$ cat config.mk
export PLATFORM = sky130hd
export DESIGN_NAME = rat_intr_ctrl
export DESIGN_NICKNAME = d
export VERILOG_FILES = /design/src/rtl/rat_intr_ctrl.sv
export SDC_FILE = /design/constraint.sdc
export NUM_CORES = 1
export LEC_CHECK = 0
export CAP_MARGIN = 10
export CORE_UTILIZATION = 45
export CTS_CLUSTER_DIAMETER = 40
export DETAILED_ROUTE_END_ITERATION = 12
export GPL_ROUTABILITY_DRIVEN = 0
export GPL_TIMING_DRIVEN = 0
export PLACE_DENSITY = 0.74
export SETUP_SLACK_MARGIN = 0.3
export SLEW_MARGIN = 10
export SYNTH_ARGS = -nofsm -noshare
export SYNTH_HDL_FRONTEND = slang
export SYNTH_SLANG_ARGS = --single-unit
$ cat constraint.sdc
create_clock -name CLK -period 4.6 [get_ports CLK]
set_input_delay 0.92 -clock CLK [delete_from_list [all_inputs] [get_ports CLK]]
set_output_delay 0.92 -clock CLK [all_outputs]
set_load 0.02 [all_outputs]
$ cat src/rtl/rat_intr_ctrl.sv
// Push-button interrupt source for the RAT CPU: synchronise, debounce, count
// presses and hold a level request until the CPU acknowledges it.
module rat_intr_ctrl #(
  parameter int unsigned DEBOUNCE_CYCLES = 1_000_000,
  parameter int unsigned MAX_PENDING     = 3
) (
  input  logic       CLK,
  input  logic       RST,
  input  logic       BTN_IN,
  input  logic       INT_ACK,
  input  logic       OVF_CLR,
  output logic       INTR,
  output logic [3:0] PENDING,
  output logic       OVF,
  output logic       BTN_CLEAN
);

  localparam int unsigned     CW      = $clog2(DEBOUNCE_CYCLES);
  localparam logic [CW-1:0]   CNT_MAX = CW'(DEBOUNCE_CYCLES - 1);
  localparam logic [3:0]      PEND_MAX = 4'(MAX_PENDING);

  localparam logic [1:0] S_IDLE = 2'd0;
  localparam logic [1:0] S_REQ  = 2'd1;
  localparam logic [1:0] S_GAP  = 2'd2;

  logic          r_sync1;
  logic          r_sync2;
  logic [CW-1:0] r_cnt;
  logic          r_clean;
  logic          r_clean_d;
  logic [3:0]    r_pend;
  logic          r_ovf;
  logic [1:0]    r_state;
  logic          r_intr;

  logic          w_press;
  logic          w_ack;
  logic [3:0]    w_pend_nxt;
  logic          w_ovf_set;
  logic [1:0]    w_state_nxt;

  assign w_press = r_clean & ~r_clean_d;
  assign w_ack   = INT_ACK & (r_state == S_REQ);

  always_comb begin
    w_pend_nxt = r_pend;
    w_ovf_set  = 1'b0;
    if (w_press && !w_ack) begin
      if (r_pend < PEND_MAX) w_pend_nxt = r_pend + 4'd1;
      else                   w_ovf_set  = 1'b1;
    end else if (w_ack && !w_press && r_pend != '0) begin
      w_pend_nxt = r_pend - 4'd1;
    end
  end

  // GAP exit looks at the post-update count so a press during GAP is honoured
  always_comb begin
    w_state_nxt = r_state;
    case (r_state)
      S_IDLE:  if (w_press) w_state_nxt = S_REQ;
      S_REQ:   if (INT_ACK) w_state_nxt = S_GAP;
      S_GAP:   w_state_nxt = (w_pend_nxt != '0) ? S_REQ : S_IDLE;
      default: w_state_nxt = S_IDLE;
    endcase
  end

  always_ff @(posedge CLK) begin
    if (RST) begin
      r_sync1   <= 1'b0;
      r_sync2   <= 1'b0;
      r_cnt     <= '0;
      r_clean   <= 1'b0;
      r_clean_d <= 1'b0;
      r_pend    <= '0;
      r_ovf     <= 1'b0;
      r_state   <= S_IDLE;
      r_intr    <= 1'b0;
    end else begin
      r_sync1   <= BTN_IN;
      r_sync2   <= r_sync1;
      r_clean_d <= r_clean;
      if (r_sync2 == r_clean) begin
        r_cnt <= '0;
      end else if (r_cnt == CNT_MAX) begin
        r_clean <= r_sync2;
        r_cnt   <= '0;
      end else begin
        r_cnt <= r_cnt + CW'(1);
      end
      r_pend <= w_pend_nxt;
      if (w_ovf_set)    r_ovf <= 1'b1;
      else if (OVF_CLR) r_ovf <= 1'b0;
      r_state <= w_state_nxt;
      r_intr  <= (w_state_nxt == S_REQ);
    end
  end

  assign INTR      = r_intr;
  assign PENDING   = r_pend;
  assign OVF       = r_ovf;
  assign BTN_CLEAN = r_clean;

endmodule

### Word level (Yosys, flattened, before mapping)

Cells that the tools add are included.

| cells by class | value |
|---|---|
| add/sub/neg operators | 3 |
| order comparisons | 1 |
| eq/ne operators | 5 |
| mux-type cells | 11 |
| bitwise gates (word level) | 4 |
| reductions and logical operators | 11 |

Operator list:

| kind | count |
|---|---|
| adder 20 x 1 -> 20 bit, second input constant | 1 |
| == test 20 bit, second input constant | 1 |
| two-way mux 4 bit | 3 |
| nonzero test 4 bit | 2 |
| case mux 2 bit (3 select lines) | 1 |
| two-way mux 1 bit | 5 |
| adder 4 x 1 -> 4 bit, second input constant | 1 |
| == test 2 x 1 -> 1 bit, second input constant | 2 |
| less-than comparator 4 x 2 -> 1 bit, second input constant | 1 |
| two-way mux 2 bit | 2 |
| subtractor 4 x 1 -> 4 bit, second input constant | 1 |
| logical AND 1 bit | 3 |
| OR reduction 3 bit | 1 |
| AND 1 bit | 2 |
| == test 2 bit, second input constant | 1 |
| logical NOT 1 bit | 2 |
| logical NOT 2 bit | 1 |
| NOT 1 bit | 2 |
| AND reduction 2 bit | 1 |
| nonzero test 2 bit | 1 |
| == test 1 bit | 1 |

| word-level totals | value |
|---|---|
| register bits | 32 |
| input bits | 5 |
| output and inout bits | 7 |
| logic and storage cells | 44 |

### Depth between registers and ports, before layout

Gate-level depths: netlist (run 1).

| logic depth | value |
|---|---|
| depth after elaboration | 11 |
| depth in mapped cells | 6 |
| mapped depth without buffers | 6 |

### Worst setup path after synthesis (run 1)

No wires, ideal clock.

| timing | value |
|---|---|
| kind | register -> register |
| start point | register r_pend[0], in the netlist PENDING[0] |
| end point | register r_intr, in the netlist INTR |
| setup time | 122 ps |
| data arrival time | 2005 ps |
| data required time | 4478 ps |
| setup slack | 2473 ps |
| cell stages (with the launch flop) | 7 |
| path buffers | 0 |
| period minus slack after synthesis | 2127 ps |
| path through | dfxtp_1 inv_1 ha_1 or4b_2 nor4_1 a21oi_1 a221o_1 |

| between the ends | value |
|---|---|
| word-level cells in the longest chain between the ends | 8 |
| elaborated cells between the ends (all ways) | 12 |
| classes of those cells | add/sub: 2; order compare: 1; eq/ne: 1; mux: 5; reduce/logical: 3 |

Ends and longest elaborated chain:

| element | line | RTL |
|---|---|---|
| from (decl) | 31 | `logic [3:0] r_pend;` |
| from (signal assigned) | 90 | `r_pend <= w_pend_nxt;` |
| branches (longest 3 deep; another with subtractor 4 x 1 -> 4 bit) | - |  |
| two-way mux 4 bit (*) | 48 | `if (w_press && !w_ack) begin` |
| nonzero test 4 bit (*) | 62 | `S_GAP: w_state_nxt = (w_pend_nxt != '0) ? S_REQ : S_IDLE;` |
| two-way mux 1 bit (*) | 62 |  |
| case mux 2 bit (3 select lines) (*) | 59 | `case (r_state)` |
| == test 2 x 1 -> 1 bit (*) | 94 | `r_intr <= (w_state_nxt == S_REQ);` |
| to (signal assigned) | 94 |  |
| to (decl) | 34 | `logic r_intr;` |

Every way passes the cells marked *.
A chain may end at the register's enable or synchronous reset.

### Worst setup path in the final report (run 1)

| timing | value |
|---|---|
| start point | register r_pend[0], in the netlist PENDING[0] |
| end point | output PENDING[0] |

RTL lines:

| element | line | RTL |
|---|---|---|
| to (decl) | 13 | `output logic [3:0] PENDING,` |

No word-level cell between the ends.

==> metrics.csv, run 1 <==
metric,value,unit
status,"finished, final reports clean",
total track usage,0.192,
wl on met1,1.45,mm
num rows,20,
synth unique cells,36,
Comb power frac,0.020,
Post-Syn Instances,175,
vias in the first global route,1142,
post-CTS setup buffer count,0,
CP bufs+invs,1,
gr ovfl total,0,
met2 wire length,1.33,mm
most frequent cells in the layout,"dfxtp_1 (32), nor2_1 (24), a21oi_1 (13)",
CP top delay family,buffers and inverters,
final clock period utilization by the worst path,0.513,
CORE AREA,3130,um^2
Mapped Avg Cell Area,8.64,um^2
die area,3600,um^2
Net Sw Frac,0.215,
Max Clk Rate,424,MHz
final core occ,0.555,
Top Layer Used,met4,
DR vias/cell,5.36,
DR WL met3,140,um
Clock Path Buffers,2,
Die Y,60.0,um
DR vias,1275,
layout cell share with drive strength beyond 1,0.0722,
Iter 0 DRT Violations,47,
Synth Cell Area,1510,um^2
worst hold-check path type,flop to flop,
first-pass GRT wire length,5.08,mm
critical path's slowest cell,clkdlybuf4s50_1,
Port-buffer cells,11,
placed insts,230,
Crit. End Element,primary output,
I/O pin count,12,
Hold Fails Final Rpt,0,
Setup WS pre-CTS,2.03,ns
Rel. slew slack,0.720,
per-cell routed wire length,12.4,um
CTS tree,done,
initial antenna violation count,0,
fillcell total,297,
peak supply drop,0.000155,V
internal cell power,0.000358,W
width of the die,60.0,um
"flops & latches, synth",32,
max-slew violation count,0,
"commonest non-fill, non-tap cell in the layout",dfxtp_1,
post-cts sizing count,0,
H-tree depth,2,
hpwl dp,2.16,mm
Setup crit start,PENDING[0],
Syn Nets,184,
HP Start,r_sync1,
startpoint types,flop,
min Tclk post-route,2.36,ns
clk sinks,32,
root buffer cell,clkbuf_4,
actual slew at the worst max-slew pin,0.421,ns
largest net degree at the start of global routing,11,
Setup CP Type,flop to primary output,
sequential power share,0.611,
Switch Pwr,0.0000978,W
synth-to-layout area growth,14.8,%
diode count,0,
crit path DAT,1.44,ns
final setup vio count,0,
Max-Cap Viols,0,
first-pass iteration count of the detailed router,4,
post-route ant nets,0,
Clock Power Share,0.369,
PwrDens,262,nW/um^2
total CTS buffers,5,
Nets,202,
later-pin clock latency in the skew report,0.33,ns
clk slew on worst S/H paths,0.10,ns
static leakage,0.561,nW
DRC,0,
WP data required,3.68,ns
worst-path cell chain,clkdlybuf4s50_1,
Tot Pwr,0.000456,W
CP max stage delay,0.65,ns
Clock Skews,0.00872,ns
Starting Density,0.484,
RR Startpoint,PENDING[0],
hold_buf cts,0,
register area share after synthesis,0.423,
unrepaired setup endpoints after global routing,false,
final std cells w/o fill,238,
setup TNS,0,ns
Synth warnings,0,
Routed WL,2.96,mm
Crit Path Max Fanout,8,
final worst setup slack,2.24,ns
cells in the mapped netlist:
master    instances  area share
inv_1            10       0.025
a32oi_1           1      0.0058
or4_1             7       0.035
and3b_1           1      0.0058
and4_1            1      0.0058
nand3_1          10       0.033
clkbuf_1          2      0.0050
mux2_2            1      0.0074
nand4b_1          1      0.0058
nand2_1           7       0.017
o31ai_1           3       0.015
or4b_2            2       0.013
mux2i_1           2       0.013
nand3b_1          1      0.0050
a21o_1            1      0.0050
nor2b_1           4       0.017
o21ai_1           1      0.0033
buf_2             3      0.0099
xnor2_1           7       0.041
nor4_1            2      0.0083
dfxtp_1          32        0.42
a31oi_1           1      0.0041
nand2b_1          2      0.0083
ha_1              4       0.033
xor2_1            5       0.029
nand4_1           3       0.012
or3_1             7       0.029
a21oi_1          13       0.043
nor3_1            4       0.013
a221o_1           2       0.013
o211ai_1          2      0.0099
or2_2             1      0.0041
a211o_1           2       0.012
nand4_4           1       0.014
o21ai_0           5       0.017
nor2_1           24       0.060
worst paths after layout:
kind,to,slack [ns],cells after the start
setup reg to reg,INTR,2.40,6
hold / removal,r_sync2,0.45,1
hold reg to reg,r_sync2,0.45,1
setup / recovery,PENDING[0],2.24,1
kinds of logic after synthesis:
kind of cell / count (synthesis) / share of synthesized area
xor+xnor: 12 / 0.0695
buf+inv: 15 / 0.0397
mux: 3 / 0.0207
fa+ha+maj: 4 / 0.0331
flops: 32 / 0.423
compound gates: 31 / 0.127
simple gates: 78 / 0.286
cell type report:
| type | instances | area (um^2) | share of cell area |
|---|---|---|---|
| Timing Repair Buffer | 11 | 110 | 0.0634 |
| Sequential cell | 32 | 641 | 0.369 |
| Clock buffer | 8 | 58.8 | 0.0339 |
| Tap cell | 44 | 55.1 | 0.0317 |
| Inverter | 10 | 37.5 | 0.0216 |
| Buffer | 5 | 22.5 | 0.0130 |
| Multi-Input combinational cell | 128 | 812 | 0.468 |
registers in the layout, indices dropped and copies added (netlist names):
register / cells
BTN_CLEAN: 1
OVF: 1
r_clean_d: 1
PENDING: 4
r_state: 2
INTR: 1
r_sync1: 1
r_cnt: 20
r_sync2: 1
through the flow:
step,instance area (um^2),hold WS [ns]
2_1_floorplan,1510,0.414
3_3_place_gp,1680,0.444
3_5_place_dp,1680,0.440
4_1_cts,1740,0.455
5_1_grt,1740,0.468
6_report,1740,0.450
power groups by stage:
stage / Combinational (W) / Clock [W] / Sequential [W]
3_5_place_dp: 0.00000916 / 0 / 0.000285
6_report: 0.00000912 / 0.000168 / 0.000279
3_3_place_gp: 0.00000876 / 0 / 0.000285
4_1_cts: 0.00000925 / 0.000171 / 0.000279
5_1_grt: 0.0000104 / 0.000187 / 0.000279
2_1_floorplan: 0.00000400 / 0 / 0.000285
metal layers:
| metal | track usage | vias up |
|---|---|---|
| met5 | 0 | - |
| met1 | 0.246 | 584 |
| li1 | - | 657 |
| met2 | 0.300 | 28 |
| met3 | 0.0649 | 6 |
| met4 | 0.0698 | 0 |
No activity file was read; power rests on OpenSTA's default activity.
==> inputs of run 2 (changes only) <==
==> constraint.sdc (replaced) <==
create_clock -name CLK -period 2.4 [get_ports CLK]
set_input_delay 0.48 -clock CLK [delete_from_list [all_inputs] [get_ports CLK]]
set_output_delay 0.48 -clock CLK [all_outputs]
set_load 0.02 [all_outputs]
==> run 2 against run 1 <==
Compared with the run above:
- clock power grew 88%
- largest power group unchanged
- hold slack gained 0.0083 ns
- clock skew shrank 0.0034 ns
- worst setup slack lost 1.9 ns
- register-to-register slack lost 2.0 ns
- critical path type is now flop to flop
- largest cell class unchanged
- global-route usage grew 0.072 points
- design area grew 4.0%
- core utilization grew 2.2 points
- critical path depth grew 3
==> metrics.csv, run 2 (synthesized netlist as in run 1, its figures left out) <==
metric,value,unit,change
status,"finished, final reports clean",,
PwrDens,481,nW/um^2,+83%
final worst setup slack,0.364,ns,-1.88 ns
H-tree depth,2,,unchanged
Largest register FFs,20,,unchanged
largest net degree at the start of global routing,11,,unchanged
total CTS buffers,5,,unchanged
Clock Power Share,0.364,,-0.005
"Most flops, register",r_cnt,,
critical path's slowest cell,or4b_2,,
Net Sw Frac,0.210,,-0.00428
CP bufs+invs,0,,-1
Routed WL,3.16,mm,+6.9%
stages on the worst setup path,4,,+3
Iter 0 DRT Violations,64,,+36%
num rows,20,,unchanged
sequential power share,0.613,,+0.002
hold depth,1,,unchanged
Setup CP Type,flop to flop,,
final clock period utilization by the worst path,0.848,,
most frequent cells in the layout,"dfxtp_1 (27), nor2_1 (24), a21oi_1 (12)",,
CORE AREA,3130,um^2,unchanged
Max-Cap Viols,0,,unchanged
actual slew at the worst max-slew pin,0.456,ns,+0.0351 ns
final std cells w/o fill,239,,+0.42%
clk sinks,32,,unchanged
width of the die,60.0,um,unchanged
worst-path cell chain,or4b_2 -> or4_4 -> or3_1 -> a21oi_2,,
worst hold-check path type,flop to flop,,
hpwl dp,2.23,mm,+3.1%
unrepaired setup endpoints after global routing,false,,
DR vias/cell,5.54,,+3.3%
Rel. slew slack,0.696,,-0.0234
Comb power frac,0.023,,+0.003
total track usage,0.193,,+0.000717
clk slew on worst S/H paths,0.09,ns,about the same
DR vias,1323,,+3.8%
Max Clk Rate,491,MHz,
Hold Fails Final Rpt,0,,unchanged
post-CTS setup buffer count,0,,unchanged
final setup vio count,0,,unchanged
Clock Skews,0.00529,ns,-0.00343 ns
"commonest non-fill, non-tap cell in the layout",dfxtp_1,,
root buffer cell,clkbuf_4,,
peak supply drop,0.000457,V,+190%
Starting Density,0.484,,unchanged
max-slew violation count,0,,unchanged
first-pass GRT wire length,5.02,mm,-1.1%
post-route ant nets,0,,unchanged
hold_buf cts,0,,unchanged
Crit. End Element,flop,,
CTS tree,done,,
initial antenna violation count,0,,unchanged
startpoint types,flop,,
Clock Path Buffers,2,,unchanged
later-pin clock latency in the skew report,0.33,ns,about the same
CP top delay family,simple AND/OR/NAND/NOR gates,,
Port-buffer cells,11,,unchanged
diode count,0,,unchanged
setup TNS,0,ns,unchanged
crit path DAT,2.30,ns,+0.86 ns
min Tclk post-route,2.04,ns,
Die Y,60.0,um,unchanged
Hold Slack,0.458,ns,+0.00828 ns
static leakage,0.576,nW,+2.8%
first-pass iteration count of the detailed router,4,,unchanged
Switch Pwr,0.000183,W,+87%
internal cell power,0.000686,W,+92%
Setup WS pre-CTS,0.232,ns,-1.80 ns
WP data required,2.67,ns,-1.01 ns
gr ovfl total,0,,unchanged
I/O pin count,12,,unchanged
vias in the first global route,1158,,+1.4%
Crit Path Max Fanout,6,,-2
FF-to-FF path depth,4,,-2
DRC,0,,unchanged
die area,3600,um^2,unchanged
per-cell routed wire length,13.2,um,+6.5%
CP max stage delay,0.68,ns,+0.03 ns
synth-to-layout area growth,19.4,%,
placed insts,230,,unchanged
layout cell share with drive strength beyond 1,0.133,,+0.0612
Nets,203,,+0.50%
==> run 2: cell types whose count changed in the layout (fill, tap and decap cells not counted), sizes merged <==
cell	previous run	this run
buf	3	4
==> run 2: cell type report <==
| cell class | count | area [um^2] |
|---|---|---|
| well taps | 44 | 55.1 |
| clock buffers | 8 | 58.8 |
| repair buffers | 12 | 118 |
| inverters | 10 | 37.5 |
| fillers | 278 | 1320 |
| multi-input cells | 128 | 856 |
| plain buffers | 5 | 31.3 |
| flip-flops and latches | 32 | 649 |
==> run 2: metal layers <==
| layer | global-route usage | share of wire |
|---|---|---|
| met5 | 0 | 0 |
| met1 | 0.243 | 0.48 |
| met4 | 0.0797 | 0.017 |
| met3 | 0.0671 | 0.044 |
| met2 | 0.300 | 0.46 |
==> run 2: worst paths after layout <==
check,start,endpoint,slack (ns)
min reg2reg,r_sync1,r_sync2,0.46
max,r_cnt[11],BTN_CLEAN,0.36
max reg2reg,r_cnt[11],BTN_CLEAN,0.36
min,r_sync1,r_sync2,0.46
==> run 2: repair_timing <==
action,CTS,global route
resized for setup,1,20
cloned,0,1
endpoints found under the setup margin,5,23
pin swaps,0,2
==> run 2: worst reg2reg max path: stages (launching register included) <==
cell     delay (ns)
dfxtp_2        0.36
or4b_2         0.68
or4_4          0.46
or3_1          0.35
a21oi_2        0.13
==> run 2: metrics by stage <==
stage	utilization	cell area, um^2	power (W)
3_5_place_dp	0.537	1680	0.000563
3_3_place_gp	0.537	1680	0.000563
5_1_grt	0.577	1810	0.000906
2_1_floorplan	-	1510	0.000554
6_report	0.577	1810	0.000869
4_1_cts	0.556	1740	0.000876
==> run 2: power by group through the flow <==
stage                     clock network (W)   logic (W)  registers, W
after floorplan                           0  0.00000766      0.000546
after global placement                    0   0.0000168      0.000546
after detailed placement                  0   0.0000171      0.000546
final                              0.000316   0.0000199      0.000533
after global routing               0.000351   0.0000219      0.000533
after CTS                          0.000325   0.0000177      0.000534
==> inputs of run 3 (changes only) <==
==> constraint.sdc (replaced) <==
create_clock -name CLK -period 2.09 [get_ports CLK]
set_input_delay 0.418 -clock CLK [delete_from_list [all_inputs] [get_ports CLK]]
set_output_delay 0.418 -clock CLK [all_outputs]
set_load 0.02 [all_outputs]
==> run 3 against run 2 <==
Compared with the run above:
- clock-buffer cell count decreased by 1
- sequential cell count unchanged
- register-to-register slack worse by 0.20 ns
- design area is 9.2% higher
- largest cell class unchanged
- first-iteration DRC count down 3.1%
==> metrics.csv, run 3 (synthesized netlist as in run 1, its figures left out) <==
metric,value,unit,change
GRT met1 Usage,0.236,,-0.00696
final clock period utilization by the worst path,0.920,,+0.0717
width of the die,60.0,um,unchanged
most frequent cells in the layout,"nor2_1 (21), dfxtp_1 (19), dfxtp_2 (10)",,
diode count,0,,unchanged
Die Y,60.0,um,unchanged
first-pass iteration count of the detailed router,4,,unchanged
die area,3600,um^2,unchanged
"Most flops, register",r_cnt,,
Hold Slack,0.438,ns,-0.0201 ns
max-slew violation count,0,,unchanged
post-route ant nets,0,,unchanged
Net Sw Frac,0.204,,-0.00623
worst-path cell chain,or4_1 -> or4_4 -> or3_1 -> a21oi_2,,
hpwl dp,2.16,mm,-3.4%
GRT met3 Usage,0.0779,,+0.0108
DR vias/cell,5.44,,-1.8%
worst hold-check path type,flop to flop,,
total track usage,0.194,,+0.000922
Starting Density,0.484,,unchanged
initial antenna violation count,0,,unchanged
synth-to-layout area growth,30.4,%,
per-cell routed wire length,12.9,um,-2.1%
final worst setup slack,0.167,ns,-0.197 ns
clk sinks,32,,unchanged
H-tree depth,2,,unchanged
first-pass GRT wire length,5.07,mm,+0.96%
I/O pin count,12,,unchanged
Rel. slew slack,0.709,,+0.0125
static leakage,0.644,nW,+12%
actual slew at the worst max-slew pin,0.437,ns,-0.0187 ns
setup TNS,0,ns,unchanged
crit path DAT,2.18,ns,-0.12 ns
vias in the first global route,1215,,+4.9%
"commonest non-fill, non-tap cell in the layout",nor2_1,,
sequential power share,0.598,,-0.015
Hold Fails Final Rpt,0,,unchanged
Setup CP Type,flop to flop,,
Crit. End Element,flop,,
min Tclk post-route,1.92,ns,-0.113 ns
Crit Path Max Fanout,3,,-3
CP max stage delay,0.55,ns,-0.13 ns
num rows,20,,unchanged
Routed WL,3.16,mm,about the same
CTS tree,done,,
peak supply drop,0.000362,V,-21%
Max Clk Rate,520,MHz,+5.9%
Nets,209,,+3.0%
PwrDens,517,nW/um^2,+7.4%
internal cell power,0.000811,W,+18%
clk slew on worst S/H paths,0.10,ns,about the same
Max-Cap Viols,0,,unchanged
critical path's slowest cell,or4_4,,
CORE AREA,3130,um^2,unchanged
Largest register FFs,20,,unchanged
largest net degree at the start of global routing,11,,unchanged
status,"finished, final reports clean",,
Port-buffer cells,11,,unchanged
Clock Path Buffers,2,,unchanged
root buffer cell,clkbuf_4,,
WP data required,2.35,ns,-0.32 ns
Clock Skews,0.00954,ns,+0.00425 ns
startpoint types,flop,,
M2 GR Usage,0.302,,+0.00159
Switch Pwr,0.000208,W,+14%
later-pin clock latency in the skew report,0.32,ns,about the same
hold_buf cts,0,,unchanged
DRC,0,,unchanged
grt peak-use layer,met2,,
Iter 0 DRT Violations,62,,-3.1%
final setup vio count,0,,unchanged
DR vias,1327,,+0.30%
Clock Power Share,0.378,,+0.014
Comb power frac,0.024,,about the same
total CTS buffers,5,,unchanged
Setup WS pre-CTS,0.0398,ns,-0.193 ns
gr ovfl total,0,,unchanged
layout cell share with drive strength beyond 1,0.290,,+0.157
unrepaired setup endpoints after global routing,true,,
[run 3: cell types whose count changed in the layout (fill, tap and decap cells not counted), moves of 4 or more]
cell     delta
a21oi_1     -8
a21oi_2     +8
dfxtp_1     -8
dfxtp_2     +6
buf_4       +4
[run 3: power by group through the flow]
stage | combinational [W] | sequential (W) | clock (W)
after global placement | 0.0000224 | 0.000623 | 0
after global routing | 0.0000273 | 0.000610 | 0.000424
after detailed placement | 0.0000227 | 0.000623 | 0
after floorplan | 0.0000113 | 0.000623 | 0
after CTS | 0.0000250 | 0.000609 | 0.000394
final | 0.0000247 | 0.000609 | 0.000385
[run 3: final timing paths]
kind	from	end	slack (ns)	cells past startpoint
max reg2reg	r_cnt[15]	BTN_CLEAN	0.17	4
max	r_cnt[15]	BTN_CLEAN	0.17	4
min	r_sync1	r_sync2	0.44	1
min reg2reg	r_sync1	r_sync2	0.44	1
[run 3: critical path, delay by kind of cell (launching register included)]
family	cells	cell delay, ns
compound gates	1	0.12
flops	1	0.34
simple gates	3	1.40
[run 3: final cells by class]
cell class / instances / area, um^2
buffer: 5 / 41.3
sequential: 32 / 664
inverter: 10 / 42.5
clock buffer: 7 / 65.1
multi-input combinational: 128 / 941
fill: 279 / 1160
tap: 44 / 55.1
timing repair buffer: 18 / 163
[run 3: what timing repair did]
action	in CTS	in global routing
resized for setup	20	7
gates cloned	1	0
pin swaps	3	1
endpoints found under the setup margin	26	23
setup buffers	4	2
[run 3: stage by stage]
| step | std cells | util | area [um^2] | total power [W] |
|---|---|---|---|---|
| 6_report | 244 | 0.630 | 1970 | 0.00102 |
| 5_1_grt | 244 | 0.630 | 1970 | 0.00106 |
| 3_3_place_gp | 230 | 0.568 | 1780 | 0.000646 |
| 2_1_floorplan | 175 | - | 1610 | 0.000635 |
| 3_5_place_dp | 230 | 0.568 | 1780 | 0.000646 |
| 4_1_cts | 242 | 0.616 | 1930 | 0.00103 |
[run 3: metal layers]
metal	routed length, um	up-vias
met1	1520	634
met2	1500	21
met3	113	2
met4	23	0
li1	-	670
met5	0	-
